**src/rtl/freqdivider_prog_pkg.sv**
```systemverilog
// Shared constants and types for the runtime-programmable clock-enable divider.
// FREQDIV_DIV_MIN and the default width are reused by the note sequencer.
package freqdivider_prog_pkg;

    localparam int FREQDIV_DIV_MIN   = 2;
    localparam int FREQDIV_W_DEFAULT = 24;

    typedef enum logic [1:0] {
        SRC_NONE,
        SRC_DIRECT,
        SRC_PEND
    } reload_src_e;

    function automatic int clamp_div_int(input int v);
        return (v < FREQDIV_DIV_MIN) ? FREQDIV_DIV_MIN : v;
    endfunction

endpackage

```
**src/rtl/freqdivider_prog_if.sv**
```systemverilog
// Sequencer-to-divider bundle: run enable, divisor load, busy flag and outputs.
// The tick signal exists only when FREQDIV_TICK_EN is defined.
interface freqdivider_prog_if
    import freqdivider_prog_pkg::*;
#(
    parameter int W = FREQDIV_W_DEFAULT
) ();

    logic         en;
    logic [W-1:0] div_in;
    logic         div_load;
    logic         div_busy;
    logic         clk_salida;
`ifdef FREQDIV_TICK_EN
    logic         tick;

    modport master (output en, div_in, div_load, input div_busy, clk_salida, tick);
    modport slave  (input en, div_in, div_load, output div_busy, clk_salida, tick);
`else
    modport master (output en, div_in, div_load, input div_busy, clk_salida);
    modport slave  (input en, div_in, div_load, output div_busy, clk_salida);
`endif

endinterface

```
**src/rtl/freqdivider_prog_reload.sv**
```systemverilog
// Divisor shadow register: holds a pending divisor until the next wrap, or applies
// it at once on a wrap edge or while idle. Output divisor is clamped to the minimum.
module freqdivider_prog_reload
    import freqdivider_prog_pkg::*;
#(
    parameter int W = FREQDIV_W_DEFAULT
) (
    input  logic         clk_i,
    input  logic         rst_i,
    input  logic         en_i,
    input  logic         wrap_i,
    input  logic         load_i,
    input  logic [W-1:0] div_i,
    output logic [W-1:0] act_nxt_o,
    output logic         apply_o,
    output logic         busy_o
);

    localparam logic [W-1:0] DIV_MIN_W = W'(FREQDIV_DIV_MIN);

    logic [W-1:0] pend_q, pend_d;
    logic         pend_v_q, pend_v_d;
    reload_src_e  src;
    logic [W-1:0] raw;

    always_comb begin
        src      = SRC_NONE;
        pend_d   = pend_q;
        pend_v_d = pend_v_q;
        // Idle and wrap edges both apply immediately; a fresh load beats the shadow.
        if (!en_i || wrap_i) begin
            if (load_i) begin
                src = SRC_DIRECT;
            end else if (pend_v_q) begin
                src = SRC_PEND;
            end
            pend_v_d = 1'b0;
        end else if (load_i) begin
            pend_d   = div_i;
            pend_v_d = 1'b1;
        end
    end

    assign raw       = (src == SRC_PEND) ? pend_q : div_i;
    assign act_nxt_o = (raw < DIV_MIN_W) ? DIV_MIN_W : raw;
    assign apply_o   = (src != SRC_NONE);
    assign busy_o    = pend_v_q;

    always_ff @(posedge clk_i) begin
        if (rst_i) begin
            pend_q   <= '0;
            pend_v_q <= 1'b0;
        end else begin
            pend_q   <= pend_d;
            pend_v_q <= pend_v_d;
        end
    end

endmodule

```
**src/rtl/freqdivider_prog.sv**
```systemverilog
// Runtime-programmable clock-enable divider producing a near-50% square wave.
// Define FREQDIV_TICK_EN to add the registered one-cycle tick per period.
module freqdivider_prog
    import freqdivider_prog_pkg::*;
#(
    parameter int W       = FREQDIV_W_DEFAULT,
    parameter int M_RESET = 5
) (
    input  logic               clk,
    input  logic               rst,
    freqdivider_prog_if.slave  bus
);

    localparam logic [W-1:0] ONE     = W'(1);
    localparam logic [W-1:0] ACT_RST = W'(clamp_div_int(M_RESET));

    logic [W-1:0] cnt_q, cnt_d;
    logic [W-1:0] act_q, act_d;
    logic         clk_q, clk_d;
    logic [W-1:0] half;
    logic         wrap;
    logic [W-1:0] act_nxt;
    logic         apply;
    logic         busy;

    assign half = act_q >> 1;
    assign wrap = bus.en && (cnt_q == act_q - ONE);

    freqdivider_prog_reload #(.W(W)) u_reload (
        .clk_i     (clk),
        .rst_i     (rst),
        .en_i      (bus.en),
        .wrap_i    (wrap),
        .load_i    (bus.div_load),
        .div_i     (bus.div_in),
        .act_nxt_o (act_nxt),
        .apply_o   (apply),
        .busy_o    (busy)
    );

    always_comb begin
        cnt_d = cnt_q + ONE;
        if (!bus.en || wrap) begin
            cnt_d = '0;
        end
        act_d = apply ? act_nxt : act_q;
        clk_d = bus.en && (cnt_q < half);
    end

    always_ff @(posedge clk) begin
        if (rst) begin
            cnt_q <= '0;
            act_q <= ACT_RST;
            clk_q <= 1'b0;
        end else begin
            cnt_q <= cnt_d;
            act_q <= act_d;
            clk_q <= clk_d;
        end
    end

    assign bus.clk_salida = clk_q;
    assign bus.div_busy   = busy;

`ifdef FREQDIV_TICK_EN
    logic tick_q, tick_d;

    assign tick_d = bus.en && (cnt_q == '0);

    always_ff @(posedge clk) begin
        if (rst) begin
            tick_q <= 1'b0;
        end else begin
            tick_q <= tick_d;
        end
    end

    assign bus.tick = tick_q;
`endif

endmodule
```
**src/flat_wrapper.sv**
```systemverilog
// flat-port wrapper written by rule: the top's interface ports become plain ports
module freqdivider_prog_flat import freqdivider_prog_pkg::*;
#(
    parameter int W       = FREQDIV_W_DEFAULT,
    parameter int M_RESET = 5
)
  (clk, rst, bus_en, bus_div_in, bus_div_load, bus_div_busy, bus_clk_salida);
  freqdivider_prog_if #(.W(W)) bus_i ();
  input  logic clk;
  input  logic rst;
  input wire logic [$bits(bus_i.en)-1:0] bus_en;
  input wire logic [$bits(bus_i.div_in)-1:0] bus_div_in;
  input wire logic [$bits(bus_i.div_load)-1:0] bus_div_load;
  output wire logic [$bits(bus_i.div_busy)-1:0] bus_div_busy;
  output wire logic [$bits(bus_i.clk_salida)-1:0] bus_clk_salida;
  assign bus_i.en = bus_en;
  assign bus_i.div_in = bus_div_in;
  assign bus_i.div_load = bus_div_load;
  assign bus_div_busy = bus_i.div_busy;
  assign bus_clk_salida = bus_i.clk_salida;
  freqdivider_prog #(.W(W), .M_RESET(M_RESET)) u_core (.clk(clk), .rst(rst), .bus(bus_i));
endmodule
```
**config.mk**
```make
export PLATFORM = sky130hd
export DESIGN_NAME = freqdivider_prog_flat
export DESIGN_NICKNAME = d
export VERILOG_FILES = /design/src/rtl/freqdivider_prog_pkg.sv /design/src/rtl/freqdivider_prog_if.sv /design/src/rtl/freqdivider_prog_reload.sv /design/src/rtl/freqdivider_prog.sv /design/src/flat_wrapper.sv
export SDC_FILE = /design/constraint.sdc
export NUM_CORES = 1
export LEC_CHECK = 0
export BUFFER_PORTS_ARGS = -buffer_cell sky130_fd_sc_hd__buf_2
export CORE_UTILIZATION = 57
export CTS_BUF_LIST = sky130_fd_sc_hd__clkbuf_4 sky130_fd_sc_hd__clkbuf_8
export CTS_CLUSTER_DIAMETER = 30
export CTS_CLUSTER_SIZE = 16
export DETAILED_ROUTE_END_ITERATION = 8
export PLACE_DENSITY = 0.91
export RECOVER_POWER = 25
export SKIP_CTS_REPAIR_TIMING = 1
export SLEW_MARGIN = 15
export SYNTH_ARGS = -nofsm -noshare
export SYNTH_HDL_FRONTEND = slang
export SYNTH_HIERARCHICAL = 1
export SYNTH_SLANG_ARGS = --single-unit
```
**constraint.sdc**
```tcl
create_clock -name clk -period 3.75 [get_ports clk]
set_clock_uncertainty 0.2 [all_clocks]
set_input_delay 0.375 -clock clk [delete_from_list [all_inputs] [get_ports clk]]
set_output_delay 0.375 -clock clk [all_outputs]
set_load 0.1 [all_outputs]
```
==> reports/qor.log, run 1 <==
qor: outcome.run_status finished, final reports clean
qor: synth.postSynthRegisterBits 74
qor: layout.layout_common_cells sky130_fd_sc_hd__dfxtp_1 (73), sky130_fd_sc_hd__nand2_1 (71), sky130_fd_sc_hd__nor2_1 (38)
qor: timing.timing.final.crit_share 99.6%
qor: job.max_cap_viol_count 0
qor: floorplanning.die_area 8730 sq um
qor: timing.tightestPinTransition 1.16 ns
qor: worst_setup_path.critPathBufInv 2
qor: timing.timing.final.max_slew_violations 0
qor: floorplanning.num_io_pins 30
qor: routing.detail_route.first_pass.iterations 7
qor: clock_tree.root_buffer sky130_fd_sc_hd__clkbuf_8
qor: layout.drive_gt1_share 21.1%
qor: power_and_ir_drop.totalPowerFinal 1.83 mW
qor: global_route.antenna_found_initial 0
qor: timing.setup_viol 0
qor: placed_design.dpl-instance-area 5120 sq um
qor: floorplanning.coreArea 7930 sq um
qor: timing.finalWorstPathRequiredPeriod 3.73 ns
qor: power_and_ir_drop.power.ir.vdd_worst 204 uV
qor: floorplanning.placement_rows 32
qor: timing.max_transition_margin 23.0%
qor: worst_setup_path.crit_path_top_delay_cell sky130_fd_sc_hd__a311o_1
qor: routing.route.antenna.remaining_nets 0
qor: worst_setup_path.crit_path_launch_type register
qor: routing.drt_drc_violations_left 0
qor: clock_tree.source_to_sink_clock_delay_at_the_later_pin_of_the_worst_skew_pair 0.35 ns
qor: layout.finish.instance_area 5400 sq um
qor: layout.final_core_utilization 68.1%
qor: floorplanning.initial_utilization 60.1%
qor: worst_setup_path.worst_setup_path_end_kind register
qor: worst_setup_path.required 3.77 ns
qor: synth.synthFlopType sky130_fd_sc_hd__dfxtp_1
qor: global_route.gr-usage-all-layers 28.9%
qor: routing.detail_route.wirelength 12200 um
qor: placed_design.io_buffers 29
qor: synth.synth_async_sr_flop_share 0%
qor: placed_design.post-dp-hpwl 8800 um
qor: routing.detailedRoute.firstIterationViolations 347
qor: worst_setup_path.timing.critical_path.cells inv_1, ha_2, nor4b_4, buf_4, and4_4, nand2_2, a311o_1, a22oi_2, nor4b_2, nor2b_2, nor3_1, o211ai_1, nor4_4, a211o_1, mux2i_1, nor2_1
qor: synth.mean_post_synth_cell_area 8.48 sq um
qor: worst_setup_path.timing.setup.critical_path_class reg2reg
qor: clock_tree.cts.sinks 74
qor: worst_setup_path.cp_max_fo 8
qor: hold_path.hp-class in2reg
qor: clock_tree.tritoncts.num_buffers 9
qor: clock_tree.tritoncts built
qor: routing.viasPerCell 6.11
qor: synth.synth_cell_types 66
qor: floorplanning.die_w 93.5 um
qor: synth.synth_enable_flop_cells 0
qor: worst_setup_path.critical-path-max-stage-delay 0.37 ns
qor: layout.final_common_cell sky130_fd_sc_hd__dfxtp_1
qor: placed_design.place.gp.congestion 0.883
qor: synth.yosys_warnings 6
qor: layout.post_layout_nonfiller_instances 712
qor: synth.post_synth_instance_area 4770 sq um
qor: global_route.grt_pass1_vias 4281
qor: layout.insertedDiodeCount 0
qor: routing.route.vias.total 4353
qor: global_route.grt_pass1_wl 19800 um
qor: layout.finish.net_count 658
qor: synth.synth.yosys.seq_area_share 31.1%
qor: synth.netlist_instances 562
qor: routing.route.detailed.wl_per_inst 17.2 um
qor: global_route.grt-ovfl-total 0
qor: synth.synth_nets 614
qor: clock_tree.cts.reportedPaths.clkPinSlew 0.08 ns
qor: timing.fmax 0.268 GHz
qor: clock_tree.ctsHtreeMaxLevel 3
qor: placed_design.numPlacedInstances 692
qor: layout.synthToLayoutAreaGrowth 13.2%
qor: floorplanning.die_y 93.5 um
qor: global_route.grt_max_degree 48
qor: power_and_ir_drop.p_leak 2.12 nW
qor: worst_setup_path.reg2reg_slack 0.02 ns
qor: worst_setup_path.cpLargestDelayFamily simple AND/OR/NAND/NOR gates
qor: worst_setup_path.arrival 3.75 ns
qor: clock_tree.clock_path_buffers 2
qor: timing.fin_worst_hold_slack 0.0700 ns
qor: timing.final_hold_viol_count 0
qor: power_and_ir_drop.pwr_density_cell 340 nW/um^2
final timing paths:
kind,startpoint,to,cells after the start
setup reg to reg,u_core/act_q[1],u_core/act_q[1],16
hold / removal,bus_div_in[0],u_core/u_reload/pend_q[0],3
setup / recovery,u_core/act_q[1],u_core/act_q[1],16
hold reg to reg,u_core/u_reload/pend_q[0],u_core/u_reload/pend_q[0],2
stage by stage:
| step | TNS [ns] | setup WS [ns] |
|---|---|---|
| 3_5_place_dp | -0.163 | -0.0897 |
| 2_1_floorplan | 0 | 0.0635 |
| 4_1_cts | -0.501 | -0.205 |
| 3_3_place_gp | 0 | 0.100 |
| 5_1_grt | -0.150 | -0.0849 |
| 6_report | 0 | 0.0162 |
flip-flops by register name (all words and copies together) (netlist names):
signal / cells
u_core/bus.clk_salida: 1
u_core/act_q: 24
u_core/cnt_q: 24
u_core/u_reload/busy_o: 1
u_core/u_reload/pend_q: 24
layer usage:
metal | vias up | wire, um | track usage [%]
met5 | - | 0 | 0
met4 | 0 | 329 | 12.7
met3 | 32 | 826 | 5.77
met2 | 175 | 5880 | 47.5
met1 | 2078 | 5180 | 36.4
li1 | 2068 | - | -
cell usage after synthesis (3+ instances only):
cell	count	area, sq um
sky130_fd_sc_hd__a21o_1	5	37.5
sky130_fd_sc_hd__a21oi_1	31	155
sky130_fd_sc_hd__and2_1	3	18.8
sky130_fd_sc_hd__and3_1	4	25.0
sky130_fd_sc_hd__buf_2	6	30.0
sky130_fd_sc_hd__clkbuf_1	13	48.8
sky130_fd_sc_hd__dfxtp_1	74	1480
sky130_fd_sc_hd__ha_1	24	300
sky130_fd_sc_hd__inv_1	29	109
sky130_fd_sc_hd__mux2_2	19	214
sky130_fd_sc_hd__mux2i_1	24	240
sky130_fd_sc_hd__nand2_1	72	270
sky130_fd_sc_hd__nand2b_1	4	25.0
sky130_fd_sc_hd__nand3_1	17	85.1
sky130_fd_sc_hd__nand4_1	15	93.8
sky130_fd_sc_hd__nor2_1	40	150
sky130_fd_sc_hd__nor3_1	27	135
sky130_fd_sc_hd__nor3_2	13	130
sky130_fd_sc_hd__nor3b_1	3	22.5
sky130_fd_sc_hd__nor4_1	8	50.1
sky130_fd_sc_hd__o211ai_1	5	37.5
sky130_fd_sc_hd__o21ai_0	8	40.0
sky130_fd_sc_hd__or3_1	3	18.8
sky130_fd_sc_hd__xnor2_1	35	307
sky130_fd_sc_hd__xor2_1	25	219
final cells by class:
type | instances | area (sq um)
multi-input combinational | 432 | 3090
fill | 594 | 2530
sequential | 74 | 1480
timing repair buffer | 60 | 397
clock buffer | 10 | 131
tap | 102 | 128
inverter | 29 | 109
clock inverter | 5 | 56.3
kinds of logic after synthesis:
logic type / after synthesis / synth area share (%)
AND/OR/NAND/NOR: 229 / 26.3
AO/OA/AOI/OAI: 76 / 10.4
flip-flops: 74 / 31.1
adder cells (fa/ha/maj): 24 / 6.30
multiplexers: 43 / 9.53
XOR/XNOR: 60 / 11.0
buffers and inverters: 56 / 5.35
tightest hold or removal path: stages:
cell,delay (ns)
sky130_fd_sc_hd__buf_2,0.10
sky130_fd_sc_hd__nand2_1,0.05
sky130_fd_sc_hd__a21oi_1,0.05
power breakdown:
group | leakage (nW) | internal [mW] | switching (mW) | total (mW)
clock network | 0.0955 | 0.310 | 0.305 | 0.616
logic | 1.42 | 0.156 | 0.210 | 0.366
registers | 0.604 | 0.816 | 0.0361 | 0.852
(Power assumes the default switching activity.)
==> run 2: changes to the inputs <==
- GPL_TIMING_DRIVEN: default -> 0
==> run 2 against run 1 <==
The run now ends with setup timing left. Maximum frequency fell by 8.7%. Routed wire length up 15%. Worst hold slack worse by 0.0040 ns. Power is 9.7% higher. Cell area is 3.2% higher. Critical path type unchanged. Largest power group unchanged.
==> reports/qor.log, run 2 (synthesized netlist as in run 1, its figures left out) <==
qor: timing.fin_setup_tns -5.59 ns [was 0 ns]
qor: hold_path.hp-class in2reg [unchanged]
qor: timing.tightestPinTransition 1.16 ns [about the same]
qor: routing.detailedRoute.firstIterationViolations 500 [was 347]
qor: global_route.grt-ovfl-total 0 [unchanged]
qor: global_route.grt_pass1_vias 4221 [was 4281]
qor: outcome.run_status complete, but fails checks [was finished, final reports clean]
qor: floorplanning.initial_utilization 60.1% [unchanged]
qor: layout.insertedDiodeCount 0 [unchanged]
qor: timing.rsz0062_at_grt true
qor: worst_setup_path.required 3.78 ns [was 3.77 ns]
qor: timing.final.setup.worst_slack -0.342 ns [was 0.0162 ns]
qor: timing.finalWorstPathRequiredPeriod 4.09 ns [was 3.73 ns]
qor: power_and_ir_drop.clock_network_fraction_of_design_power 38.2% [was 33.6%]
qor: hold_path.hold_path_end u_core/u_reload/pend_q[0] [unchanged]
qor: timing.final_hold_viol_count 0 [unchanged]
qor: power_and_ir_drop.combinationalPowerShare 19.3% [was 20.0%]
qor: layout.drive_gt1_share 23.0% [was 21.1%]
qor: power_and_ir_drop.power.ir.vdd_worst 358 uV [was 204 uV]
qor: placed_design.io_buffers 29 [unchanged]
qor: routing.route.antenna.remaining_nets 0 [unchanged]
qor: worst_setup_path.worst-r2r-cell-count 16 [unchanged]
qor: placed_design.post-dp-hpwl 8980 um [was 8800 um]
qor: placed_design.place.gp.congestion 0.973 [was 0.883]
qor: worst_setup_path.arrival 4.13 ns [was 3.75 ns]
qor: power_and_ir_drop.cellInternalPower 1.43 mW [was 1.28 mW]
qor: power_and_ir_drop.p_switching 0.584 mW [was 0.552 mW]
qor: routing.met1Wirelength 5560 um [was 5180 um]
qor: clock_tree.cts.reportedPaths.clkPinSlew 0.09 ns [was 0.08 ns]
qor: clock_tree.tritoncts built [unchanged]
qor: layout.top_regs u_core/act_q x24, u_core/cnt_q x24, u_core/u_reload/pend_q x24 [unchanged]
qor: floorplanning.die_w 93.5 um [unchanged]
qor: power_and_ir_drop.p_sw_share 29.0% [was 30.1%]
qor: routing.route.detailed.wl_per_inst 19.4 um [was 17.2 um]
qor: global_route.grt_max_degree 14 [was 48]
qor: placed_design.numPlacedInstances 693 [was 692]
qor: layout.layout.filler_cells 532 [was 594]
qor: outcome.failing_checks setup timing
qor: worst_setup_path.timing.critical_path.cells inv_2, ha_4, nor4b_4, nand4_1, nor4_2, xnor2_1, nor3b_2, nand4_1, nor4b_4, nand2b_4, a2111oi_2, o211ai_1, nor4_4, a211o_1, mux2i_1, nor2_1 [was inv_1, ha_2, nor4b_4, buf_4, and4_4, nand2_2, a311o_1, a22oi_2, nor4b_2, nor2b_2, nor3_1, o211ai_1, nor4_4, a211o_1, mux2i_1, nor2_1]
qor: worst_setup_path.cp.depth 16 [unchanged]
qor: worst_setup_path.regToRegStartpoint u_core/act_q[1] [unchanged]
qor: timing.setup_viol 41 [was 0]
qor: worst_setup_path.reg2reg_slack -0.34 ns [was 0.02 ns]
qor: timing.max_transition_margin 22.7% [was 23.0%]
qor: floorplanning.num_io_pins 30 [unchanged]
qor: routing.viasPerCell 6.41 [was 6.11]
qor: hold_path.worst_hold_startpoint bus_div_in[0] [unchanged]
qor: worst_setup_path.cp_max_fo 7 [was 8]
qor: worst_setup_path.worst_setup_path_end_kind register [unchanged]
qor: floorplanning.coreArea 7930 sq um [unchanged]
qor: routing.dr_wl_met2 6920 um [was 5880 um]
qor: power_and_ir_drop.p_leak 2.18 nW [was 2.12 nW]
qor: worst_setup_path.crit_path_top_delay_cell sky130_fd_sc_hd__nor4b_4 [was sky130_fd_sc_hd__a311o_1]
qor: global_route.grt_pass1_wl 20300 um [was 19800 um]
qor: clock_tree.ctsHtreeMaxLevel 3 [unchanged]
qor: clock_tree.root_buffer sky130_fd_sc_hd__clkbuf_8 [unchanged]
qor: placed_design.dp_worst_setup_slack -0.711 ns [was -0.0897 ns]
qor: job.max_cap_viol_count 0 [unchanged]
qor: power_and_ir_drop.pwr_density_cell 361 nW/um^2 [was 340 nW/um^2]
qor: layout.finish.net_count 670 [was 658]
qor: worst_setup_path.crit_path_launch_type register [unchanged]
qor: timing.timing.final.crit_share 109% [was 99.6%]
qor: worst_setup_path.cpLargestDelayFamily simple AND/OR/NAND/NOR gates [unchanged]
qor: worst_setup_path.critPathBufInv 1 [was 2]
qor: worst_setup_path.critical-path-max-stage-delay 0.46 ns [was 0.37 ns]
qor: layout.post_layout_nonfiller_instances 725 [was 712]
qor: global_route.antenna_found_initial 0 [unchanged]
qor: routing.routed-wl-met3 1040 um [was 826 um]
qor: floorplanning.die_y 93.5 um [unchanged]
qor: routing.route.vias.total 4649 [was 4353]
qor: timing.fmax 0.244 GHz [was 0.268 GHz]
qor: clock_tree.clock_path_buffers 2 [unchanged]
qor: worst_setup_path.regToRegEndpoint u_core/act_q[1] [unchanged]
qor: clock_tree.source_to_sink_clock_delay_at_the_later_pin_of_the_worst_skew_pair 0.36 ns [was 0.35 ns]
qor: floorplanning.die_area 8730 sq um [unchanged]
qor: global_route.gr-usage-all-layers 29.6% [was 28.9%]
qor: worst_setup_path.timing.setup.critical_path_class reg2reg [unchanged]
qor: routing.routed.top_layer met4 [unchanged]
qor: power_and_ir_drop.p_seq_share 42.6% [was 46.5%]
qor: layout.final_common_cell sky130_fd_sc_hd__nand2_1 [was sky130_fd_sc_hd__dfxtp_1]
qor: routing.drt_drc_violations_left 0 [unchanged]
qor: routing.detail_route.first_pass.iterations 5 [was 7]
qor: clock_tree.tritoncts.num_buffers 9 [unchanged]
qor: routing.detail_route.wirelength 14000 um [was 12200 um]
qor: layout.layout_common_cells sky130_fd_sc_hd__nand2_1 (71), sky130_fd_sc_hd__dfxtp_1 (69), sky130_fd_sc_hd__nor2_1 (39) [was sky130_fd_sc_hd__dfxtp_1 (73), sky130_fd_sc_hd__nand2_1 (71), sky130_fd_sc_hd__nor2_1 (38)]
qor: layout.final_core_utilization 70.3% [was 68.1%]
qor: timing.timing.final.max_slew_violations 0 [unchanged]
qor: clock_tree.cts.sinks 74 [unchanged]
qor: hold_path.min_delay_path_depth 3 [unchanged]
qor: layout.synthToLayoutAreaGrowth 16.8% [was 13.2%]
qor: floorplanning.placement_rows 32 [unchanged]
## run 2: cell count changes in the layout (fill, tap and decap cells not counted), sizes merged
cell | before | now
bufinv | 1 | 3
clkbuf | 13 | 23
clkinv | 3 | 2
dlygate4sd1 | 0 | 2
## run 2: tightest hold or removal path, delay by kind of cell
family | cells | cell delay (ns)
buf+inv | 1 | 0.10
simple gates | 1 | 0.05
compound gates | 1 | 0.05
## run 2: how the worst max path moves through the flow
stage	end	startpoint
2_1_floorplan	u_core/act_q[10]	u_core/act_q[0]
3_3_place_gp	u_core/act_q[4]	u_core/act_q[0]
3_5_place_dp	u_core/act_q[6]	u_core/act_q[0]
4_1_cts	u_core/act_q[15]	u_core/act_q[0]
5_1_grt	u_core/act_q[3]	u_core/act_q[9]
6_report	u_core/act_q[1]	u_core/act_q[1]
## run 2: area by class of cell
cell class / count / area, sq um / area share, %
Buffer: 24 / 146 / 2.63
Sequential cell: 74 / 1490 / 26.8
Timing Repair Buffer: 48 / 285 / 5.12
Tap cell: 102 / 128 / 2.29
Clock inverter: 6 / 115 / 2.07
Multi-Input combinational cell: 432 / 3160 / 56.8
Inverter: 29 / 109 / 1.95
Clock buffer: 10 / 131 / 2.36
## run 2: through the flow
stage                     total power [mW]  hold slack, ns  cell area [sq um]
after floorplan                       1.10           0.236               4770
after global placement                1.17           0.241               5040
after detailed placement              1.19           0.249               5040
after CTS                             1.95          0.0557               5290
after global routing                  2.08          0.0658               5570
final                                 2.01          0.0660               5570
## run 2: power by group through the flow
| stage | clock [mW] | combinational (mW) | sequential [mW] |
|---|---|---|---|
| after floorplan | 0 | 0.234 | 0.865 |
| after global placement | 0 | 0.309 | 0.863 |
| after detailed placement | 0 | 0.323 | 0.865 |
| after CTS | 0.772 | 0.328 | 0.847 |
| after global routing | 0.800 | 0.415 | 0.860 |
| final | 0.768 | 0.387 | 0.857 |
## run 2: per-layer routing
metal  vias to the layer above  GRT usage (%)
li1                       2094              -
met1                      2202           37.5
met2                       292           50.8
met3                        61           5.20
met4                         0           9.49
met5                         -              0
==> run 3: changes to the inputs <==
- CELL_PAD_IN_SITES_DETAIL_PLACEMENT: default -> 1
- CELL_PAD_IN_SITES_GLOBAL_PLACEMENT: default -> 1
- CORE_UTILIZATION: 57 -> 44
==> run 3 against run 2 <==
The flow still finishes with violations (setup timing). Maximum frequency decreased by 2.7%. Core utilization is 17 points lower. Register-to-register slack got worse by 0.11 ns. Sequential power hardly changed. Cell area is 1.1% lower. Sequential share of layout area is 0.17 points higher. Clock-buffer cell count is the same.
==> reports/qor.log, run 3 (synthesized netlist as in run 1, its figures left out) <==
qor: layout.finish.net_count 665 [was 670]
qor: floorplanning.die_y 106 um [was 93.5 um]
qor: layout.final_common_cell sky130_fd_sc_hd__dfxtp_1 [was sky130_fd_sc_hd__nand2_1]
qor: layout.post_layout_nonfiller_instances 754 [was 725]
qor: hold_path.hp-class in2reg [unchanged]
qor: layout.layout.filler_cells 1235 [was 532]
qor: hold_path.hold_path_end u_core/u_reload/pend_q[0] [unchanged]
qor: worst_setup_path.required 3.85 ns [was 3.78 ns]
qor: worst_setup_path.regToRegEndpoint u_core/act_q[1] [unchanged]
qor: clock_tree.clock_path_buffers 2 [unchanged]
qor: floorplanning.initial_utilization 45.8% [was 60.1%]
qor: power_and_ir_drop.power.ir.vdd_worst 220 uV [was 358 uV]
qor: worst_setup_path.regToRegStartpoint u_core/act_q[2] [was u_core/act_q[1]]
qor: routing.route.detailed.wl_per_inst 22.6 um [was 19.4 um]
qor: power_and_ir_drop.p_leak 2.12 nW [was 2.18 nW]
qor: routing.detail_route.first_pass.iterations 5 [unchanged]
qor: worst_setup_path.crit_path_launch_type register [unchanged]
qor: timing.max_transition_margin 13.6% [was 22.7%]
qor: routing.route.antenna.remaining_nets 0 [unchanged]
qor: routing.detail_route.wirelength 17000 um [was 14000 um]
qor: timing.setup_viol 37 [was 41]
qor: timing.fin_setup_tns -7.01 ns [was -5.59 ns]
qor: layout.synthToLayoutAreaGrowth 15.6% [was 16.8%]
qor: hold_path.worst_hold_startpoint bus_div_in[0] [unchanged]
qor: placed_design.post-dp-hpwl 10400 um [was 8980 um]
qor: global_route.gr-usage-all-layers 26.6% [was 29.6%]
qor: timing.final_hold_viol_count 0 [unchanged]
qor: worst_setup_path.worst_setup_path_end_kind register [unchanged]
qor: job.max_cap_viol_count 0 [unchanged]
qor: timing.final.setup.worst_slack -0.456 ns [was -0.342 ns]
qor: power_and_ir_drop.pwr_density_cell 350 nW/um^2 [was 361 nW/um^2]
qor: clock_tree.root_buffer sky130_fd_sc_hd__clkbuf_8 [unchanged]
qor: worst_setup_path.arrival 4.31 ns [was 4.13 ns]
qor: power_and_ir_drop.totalPowerFinal 1.93 mW [was 2.01 mW]
qor: worst_setup_path.reg2reg_slack -0.46 ns [was -0.34 ns]
qor: placed_design.place.gp.congestion 0.824 [was 0.973]
qor: timing.fin_worst_hold_slack 0.0474 ns [was 0.0660 ns]
qor: layout.drive_gt1_share 21.8% [was 23.0%]
qor: global_route.antenna_found_initial 0 [unchanged]
qor: timing.timing.final.crit_share 112% [was 109%]
qor: global_route.grt_max_degree 15 [was 14]
qor: timing.finalWorstPathRequiredPeriod 4.21 ns [was 4.09 ns]
qor: outcome.run_status complete, but fails checks [unchanged]
qor: routing.route.vias.total 4714 [was 4649]
qor: timing.tightestPinTransition 1.29 ns [was 1.16 ns]
qor: floorplanning.die_area 11300 sq um [was 8730 sq um]
qor: clock_tree.tritoncts.num_buffers 9 [unchanged]
qor: timing.fmax 0.238 GHz [was 0.244 GHz]
qor: layout.layout_common_cells sky130_fd_sc_hd__dfxtp_1 (72), sky130_fd_sc_hd__nand2_1 (71), sky130_fd_sc_hd__nor2_1 (39) [was sky130_fd_sc_hd__nand2_1 (71), sky130_fd_sc_hd__dfxtp_1 (69), sky130_fd_sc_hd__nor2_1 (39)]
qor: floorplanning.coreArea 10400 sq um [was 7930 sq um]
qor: placed_design.numPlacedInstances 727 [was 693]
qor: layout.finish.instance_area 5510 sq um [was 5570 sq um]
qor: worst_setup_path.timing.setup.critical_path_class reg2reg [unchanged]
qor: outcome.failing_checks setup timing [unchanged]
qor: worst_setup_path.cp_max_fo 8 [was 7]
qor: layout.final_core_utilization 52.9% [was 70.3%]
qor: routing.detailedRoute.firstIterationViolations 332 [was 500]
qor: global_route.grt-ovfl-total 0 [unchanged]
qor: clock_tree.cts.sinks 74 [unchanged]
qor: layout.top_regs u_core/act_q x24, u_core/cnt_q x24, u_core/u_reload/pend_q x24 [unchanged]
qor: placed_design.dp_worst_setup_slack -0.863 ns [was -0.711 ns]
qor: floorplanning.die_w 106 um [was 93.5 um]
qor: floorplanning.placement_rows 37 [was 32]
qor: timing.timing.final.max_slew_violations 0 [unchanged]
qor: clock_tree.tritoncts built [unchanged]
qor: layout.insertedDiodeCount 0 [unchanged]
qor: placed_design.dpl-instance-area 5090 sq um [was 5040 sq um]
qor: global_route.grt_pass1_vias 4636 [was 4221]
qor: timing.rsz0062_at_grt true [unchanged]
qor: hold_path.min_delay_path_depth 3 [unchanged]
qor: clock_tree.source_to_sink_clock_delay_at_the_later_pin_of_the_worst_skew_pair 0.37 ns [was 0.36 ns]
qor: floorplanning.num_io_pins 30 [unchanged]
qor: routing.drt_drc_violations_left 0 [unchanged]
qor: routing.viasPerCell 6.25 [was 6.41]
qor: worst_setup_path.worst-r2r-cell-count 16 [unchanged]
qor: clock_tree.ctsHtreeMaxLevel 3 [unchanged]
qor: clock_tree.cts.reportedPaths.clkPinSlew 0.09 ns [about the same]
qor: placed_design.io_buffers 29 [unchanged]
qor: global_route.grt_pass1_wl 23300 um [was 20300 um]
-- run 3: changes by cell type in the layout (fill, tap and decap cells not counted), sizes merged --
cell / change
buf: -5
inv: +3
clkinvlp: +1
clkinv: -2
bufinv: -2
-- run 3: worst max-delay path by stage --
stage	slack, ns	endpoint	cells after the start	from
6_report	-0.46	u_core/act_q[1]	16	u_core/act_q[2]
5_1_grt	-0.52	u_core/act_q[1]	16	u_core/act_q[2]
4_1_cts	-0.99	u_core/act_q[11]	16	u_core/act_q[0]
3_5_place_dp	-0.86	u_core/act_q[8]	16	u_core/act_q[0]
3_3_place_gp	-0.58	u_core/act_q[4]	16	u_core/act_q[0]
2_1_floorplan	0.06	u_core/act_q[10]	16	u_core/act_q[0]
-- run 3: cell type report --
cell class | instances | area [sq um] | share of cell area [%]
plain buffers | 25 | 174 | 3.15
clock buffers | 10 | 131 | 2.38
clock inverters | 6 | 71.3 | 1.29
inverters | 29 | 109 | 1.97
multi-input cells | 432 | 3130 | 56.8
flip-flops and latches | 74 | 1490 | 27.0
well taps | 136 | 170 | 3.09
repair buffers | 42 | 240 | 4.36
-- run 3: critical path, cell delays in order (launching register included) --
cell                      delay [ns]
sky130_fd_sc_hd__dfxtp_1        0.43
sky130_fd_sc_hd__nor3_4         0.43
sky130_fd_sc_hd__buf_4          0.20
sky130_fd_sc_hd__nand2_1        0.07
sky130_fd_sc_hd__xnor2_1        0.24
sky130_fd_sc_hd__nand2_1        0.11
sky130_fd_sc_hd__nor4_1         0.30
sky130_fd_sc_hd__nand4_1        0.20
sky130_fd_sc_hd__nor4b_2        0.48
sky130_fd_sc_hd__nor2b_1        0.09
sky130_fd_sc_hd__buf_4          0.19
sky130_fd_sc_hd__o21ai_0        0.31
sky130_fd_sc_hd__nand4_1        0.22
sky130_fd_sc_hd__nor4_2         0.28
sky130_fd_sc_hd__a211o_1        0.19
sky130_fd_sc_hd__mux2i_1        0.09
sky130_fd_sc_hd__nor2_1         0.09
-- run 3: report_power, final --
part           switching (mW)  internal, mW  leakage (nW)
clock network           0.348         0.322        0.0973
registers              0.0421         0.816         0.604
logic                   0.245         0.157          1.42
total                   0.636          1.30          2.12
-- run 3: per-layer routing --
metal  wire, um  up-vias  GRT usage [%]
met5          0        -              0
met4        751        0           10.6
met3        810       72           4.41
met2       8610      218           46.2
met1       6870     2344           32.4
li1           -     2080              -
